==> src/rtl/sync_down_counter_pkg.sv <==
// rtl/sync_down_counter_pkg.sv - shared state type and mode constants for sync_down_counter
package sync_down_counter_pkg;

  typedef enum logic [1:0] {IDLE, RUN, DONE} state_t;

  localparam logic MODE_ONESHOT = 1'b0;
  localparam logic MODE_RELOAD  = 1'b1;

endpackage

==> src/rtl/sync_down_counter.sv <==
// rtl/sync_down_counter.sv - programmable down-counter with one-shot/auto-reload and terminal-count pulse
module sync_down_counter
  import sync_down_counter_pkg::*;
#(
  parameter int WIDTH = 4
) (
  input  logic             clk_i,
  input  logic             rst_i,
  input  logic             load_i,
  input  logic [WIDTH-1:0] load_val_i,
  input  logic             start_i,
  input  logic             stop_i,
  input  logic             en_i,
  input  logic             mode_i,
  output logic [WIDTH-1:0] q_o,
  output logic             tc_o,
  output logic             busy_o,
  output logic             done_o
);

  localparam logic [WIDTH-1:0] ONE = {{(WIDTH-1){1'b0}}, 1'b1};

  state_t           state_q, state_d;
  logic [WIDTH-1:0] count_q, count_d;
  logic [WIDTH-1:0] reload_q, reload_d;
  logic             tc_q, tc_d;
  logic             busy_q, busy_d;
  logic             done_q, done_d;
  logic             zero;

  assign zero = ~|count_q;

  // Branch order encodes edge priority: load > stop > start > count.
  always_comb begin
    state_d  = state_q;
    count_d  = count_q;
    reload_d = reload_q;
    tc_d     = 1'b0;
    if (load_i) begin
      reload_d = load_val_i;
      count_d  = load_val_i;
      state_d  = IDLE;
    end else if (stop_i && state_q == RUN) begin
      state_d = IDLE;
    end else if (start_i && state_q == IDLE) begin
      state_d = RUN;
    end else if (start_i && state_q == DONE) begin
      count_d = reload_q;
      state_d = RUN;
    end else if (state_q == RUN && en_i) begin
      if (!zero) begin
        count_d = count_q - ONE;
      end else begin
        tc_d = 1'b1;
        if (mode_i == MODE_RELOAD) count_d = reload_q;
        else                       state_d = DONE;
      end
    end
    busy_d = (state_d == RUN);
    done_d = (state_d == DONE);
  end

  always_ff @(posedge clk_i) begin
    if (rst_i) begin
      state_q  <= IDLE;
      count_q  <= '0;
      reload_q <= '0;
      tc_q     <= 1'b0;
      busy_q   <= 1'b0;
      done_q   <= 1'b0;
    end else begin
      state_q  <= state_d;
      count_q  <= count_d;
      reload_q <= reload_d;
      tc_q     <= tc_d;
      busy_q   <= busy_d;
      done_q   <= done_d;
    end
  end

  assign q_o    = count_q;
  assign tc_o   = tc_q;
  assign busy_o = busy_q;
  assign done_o = done_q;

endmodule

==> config.mk <==
export PLATFORM = sky130hd
export DESIGN_NAME = sync_down_counter
export DESIGN_NICKNAME = d
export VERILOG_FILES = /design/src/rtl/sync_down_counter_pkg.sv /design/src/rtl/sync_down_counter.sv
export SDC_FILE = /design/constraint.sdc
export NUM_CORES = 1
export LEC_CHECK = 0
export BUFFER_PORTS_ARGS = -buffer_cell sky130_fd_sc_hd__buf_2
export CAP_MARGIN = 10
export CORE_MARGIN = 1
export CORE_UTILIZATION = 49
export CTS_CLUSTER_SIZE = 30
export DETAILED_ROUTE_END_ITERATION = 10
export PLACE_DENSITY_LB_ADDON = 0.08
export RECOVER_POWER = 50
export SYNTH_ARGS = -nofsm -noshare
export SYNTH_HDL_FRONTEND = slang
export SYNTH_SLANG_ARGS = --single-unit
==> constraint.sdc <==
create_clock -name clk_i -period 2.15 [get_ports clk_i]
set_clock_uncertainty 0.1 [all_clocks]
set_input_delay 0.43 -clock clk_i [delete_from_list [all_inputs] [get_ports clk_i]]
set_output_delay 0.43 -clock clk_i [all_outputs]
set_load 0.05 [all_outputs]
# Yosys cells after proc, flatten, opt, wreduce, memory -nomap -nowiden
# Cells that the tools add are included.
# op_classes
eq_ne	6
add_sub_neg	1
mux	15
bitwise_logic	1
n_reduce_logical	10
# op_table
op	count
4-bit two-way mux	7
2-bit two-way mux	7
6-bit OR reduction	1
2-bit by 1-bit equality test with 1-bit output, second input constant	2
2-bit equality test, second input constant	2
1-bit logical AND	4
2-bit inequality test, second input constant	2
4-bit AND reduction	1
4-bit nonzero test	1
4-bit OR reduction	1
4-bit by 1-bit subtractor with 4-bit output, second input constant	1
3-bit nonzero test	1
2-bit logical NOT	1
1-bit two-way mux	1
1-bit inverter	1
# word_totals
out_inout_bits	7
ff_bits	13
word_cells	39
in_bits	11

# Depth between registers and ports, before layout
# logic_depth
word_depth	8
mapped_depth	6
ltp_nobuf	6

# Worst setup path after synthesis
# Ideal clock, no wire load.
# synth_path
path_kind	flip-flop to flip-flop
start	reg count_q[0], in the netlist q_o[0]
end	reg count_q[1], in the netlist q_o[1]
t_required_ns	1.971
n_path_buf	0
setup_ns	0.079
path_stages_with_launch	7
t_arrival_ns	1.740
path_slack_ns	0.230
synth_period_minus_slack_ns	1.920
path_cell_list	dfxtp_1 -> inv_1 -> ha_1 -> nor4b_4 -> o311ai_4 -> nor2_1 -> a211oi_2
# synth_between
elab_chain_len	7
word_cells_on_any_way	10
cone_classes	1 x add/sub; 6 x mux; 3 x reduce/logical
# synth_rtl
item	line_no	source
start: declaration	sync_down_counter.sv:24	logic [WIDTH-1:0] count_q, count_d;
start signal: assignment	sync_down_counter.sv:73	count_q <= count_d;
4-bit by 1-bit subtractor with 4-bit output / 4-bit OR reduction (equally long branches)	sync_down_counter.sv:52, sync_down_counter.sv:31	
4-bit two-way mux	sync_down_counter.sv:51	if (!zero) begin
4-bit two-way mux	sync_down_counter.sv:50	end else if (state_q == RUN && en_i) begin
4-bit two-way mux	sync_down_counter.sv:47	end else if (start_i && state_q == DONE) begin
4-bit two-way mux	sync_down_counter.sv:45	end else if (start_i && state_q == IDLE) begin
4-bit two-way mux	sync_down_counter.sv:43	end else if (stop_i && state_q == RUN) begin
4-bit two-way mux	sync_down_counter.sv:39	if (load_i) begin
# Parallel ways exist; a longest one is shown, timed or not. The select of a mux whose other input is x is not followed.
# A chain may end at the register's enable or synchronous reset.

# Worst setup path after layout
# layout_path
start	reg count_q[0], in the netlist q_o[0]
end	reg count_q[3], in the netlist q_o[3]
# Same word-level chain as after synthesis.

==> flow_metrics.tcl <==
set metrics [dict create \
    clk_path_buf_depth 2 \
    fin_area_um2 793 \
    synth_edf_count 0 \
    synth_common_cells "dfxtp_1, nor2_1, a21oi_1, nand2_1, nand3_1" \
    yosys_most_used_dff "dfxtp_1" \
    routed-via-count 639 \
    grt_max_degree 10 \
    power_density_nw_per_um2 682 \
    comb_power_share 0.218 \
    wl_um 1500 \
    hpwl_um 1100 \
    clockPowerShare 0.285 \
    cts.repair.resized 0 \
    die_w_um 39.1 \
    hold_path.class "in -> reg" \
    internal_power_w 0.000369 \
    place_congestion 0.833 \
    dpl_cell_area_um2 778 \
    arrival_ns 1.86 \
    required_ns 2.25 \
    worstSetupPathType "reg -> reg" \
    die-area_um2 1530 \
    worst-r2r-cell-count 6 \
    min_period_ns 1.76 \
    grt_antenna_before_repair 0 \
    fmax_mhz 568 \
    hold_start "rst_i" \
    pwr-share-seq 0.497 \
    async_flop_share 0 \
    grt_pass1_wl_um 2240 \
    grt-ovfl-total 0 \
    worst_pin_slew_ns 0.588 \
    cts_buffers 3 \
    syn_area_per_cell_um2 9.37 \
    end_kind "flip-flop" \
    cts_sinks 13 \
    ys.warnings.count 0 \
    leakagePower_nw 0.319 \
    ctsHoldBuffers 0 \
    switching_share 0.318 \
    rr_startpoint "q_o[0]$_SDFFE_PP0P_" \
    portBuffers 17 \
    wire_per_inst_um 13.9 \
    start_kind "flip-flop" \
    root_buffer "clkbuf_4" \
    rows 13 \
    path_clk_slew_ns 0.07 \
    htree_levels 1 \
    max_slew_margin 0.609 \
    tns_ns 0 \
    slew_violations 0 \
    drc 0 \
    die_y_um 39.1 \
    ys_seq_area_frac 0.386 \
    synth.most_common_cell "dfxtp_1" \
    place_inst 104 \
    pin_count 18 \
    first_global_vias 483 \
    netSwitchingPower_w 0.000172 \
    r2r-end "q_o[3]$_SDFFE_PP0P_" \
    synth_area_leaders "dfxtp_1, nor2_1, o311ai_4" \
    peakVddDrop_uv 323 \
    layout-drive-gt1-share 0.237 \
    synth_cell_type_count 33 \
    cts_tree "done" \
    initial_core_util 0.525 \
    cts_setup_buffers 0 \
    n_antenna_cell 0 \
    post-route-period-util 0.819 \
    finalHoldViolCount 0 \
    routed_via_density 5.92 \
    status "completed" \
    area_growth_pct 17.6 \
    nFillCells 124 \
    cp_max_fo 5 \
    yosys.area.top_type "dfxtp_1" \
    synth_top_area_share 0.386 \
    setup_viol 0 \
    clock_latency_ns 0.28 \
    synth_seq_cells 13 \
    drtAntennaViolNets 0 \
    grt_usage 0.225 \
    hold_end "reload_q[3]$_SDFFE_PP0P_" \
    firstDrtPassIters 4 \
    synth_nets 84 \
    drt_iter0_markers 21 \
    core-area_um2 1280 \
    syn_area_um2 674 \
    maxCapViolations 0 \
    hold_depth 2 \
    final_nets 106 \
    reg2reg_slack_ns 0.39 \
    netlist_instances 72 \
    stdcell_count 108 \
    rsz0062_at_grt "no" \
]
## area by class of cell
class / count / area [um^2] / share of cell area
clock buffers: 4 / 26.3 / 0.0331
repair buffers: 17 / 78.8 / 0.0994
flip-flops and latches: 13 / 260 / 0.328
inverters: 4 / 15.0 / 0.0189
well taps: 15 / 18.8 / 0.0237
multi-input cells: 55 / 394 / 0.497
## worst max-delay path by stage
stage	startpoint	endpoint	slack, ns	cells past startpoint
after floorplan	q_o[0]$_SDFFE_PP0P_	q_o[1]$_SDFFE_PP0P_	0.23	6
after CTS	q_o[0]$_SDFFE_PP0P_	q_o[1]$_SDFFE_PP0P_	0.44	6
after detailed placement	q_o[0]$_SDFFE_PP0P_	q_o[1]$_SDFFE_PP0P_	0.45	6
final	q_o[0]$_SDFFE_PP0P_	q_o[3]$_SDFFE_PP0P_	0.39	6
after global routing	q_o[0]$_SDFFE_PP0P_	q_o[3]$_SDFFE_PP0P_	0.22	6
after global placement	q_o[0]$_SDFFE_PP0P_	q_o[1]$_SDFFE_PP0P_	0.55	6
## routing by layer
| metal | up-vias | wire [um] | track usage |
|---|---|---|---|
| met5 | - | 0 | 0 |
| met2 | 23 | 655 | 0.321 |
| met4 | 0 | 45 | 0.155 |
| li1 | 313 | - | - |
| met3 | 7 | 65 | 0.0347 |
| met1 | 296 | 729 | 0.303 |
## layout by cell type (no fill, tap or decap), types with 2 or more instances in the layout
cell	instances
dfxtp_1	13
buf_2	12
nor2_1	7
clkbuf_1	6
nand2_1	5
a21oi_1	5
nand3_1	5
inv_1	4
o21ai_0	3
clkbuf_4	3
nor3b_1	2
mux2i_1	2
a31oi_1	2
o2bb2ai_1	2
nor3_1	2
## sequential cells by signal, indices dropped and copies added (netlist names)
register  count
busy_o        1
done_o        1
q_o           4
reload_q      4
state_q       2
tc_o          1
## cells by family (layout without fill, tap and decap cells)
logic type	count (synthesis)	count (layout)	synth area share
XOR/XNOR	1	1	0.0130
flip-flops	13	13	0.386
AND/OR/NAND/NOR	30	30	0.280
multiplexers	2	2	0.0297
AO/OA/AOI/OAI	21	21	0.250
adder cells (fa/ha/maj)	1	1	0.0185
buffers and inverters	4	25	0.0223
## worst max-delay path: stages, from the launching register on
cell	delay [ns]
dfxtp_1	0.37
inv_1	0.08
ha_1	0.21
nor3b_1	0.36
nor2_1	0.16
or2_1	0.23
a41oi_1	0.19
## power by group through the flow
| stage | logic, W | clock network [W] | registers [W] |
|---|---|---|---|
| 6_report | 0.000118 | 0.000154 | 0.000269 |
| 5_1_grt | 0.000128 | 0.000173 | 0.000271 |
| 4_1_cts | 0.000119 | 0.000159 | 0.000269 |
| 3_5_place_dp | 0.000119 | 0 | 0.000274 |
| 3_3_place_gp | 0.000117 | 0 | 0.000273 |
| 2_1_floorplan | 0.0000619 | 0 | 0.000296 |
## metrics by stage
stage / setup slack (ns) / hold WS [ns] / total power (W) / utilization
after floorplan: 0.230 / 0.339 / 0.000358 / -
after global placement: 0.552 / 0.361 / 0.000391 / 0.606
after detailed placement: 0.448 / 0.365 / 0.000393 / 0.606
after CTS: 0.443 / 0.257 / 0.000547 / 0.626
after global routing: 0.219 / 0.258 / 0.000571 / 0.617
final: 0.389 / 0.262 / 0.000541 / 0.617
Power figures use the tool's default switching activity.
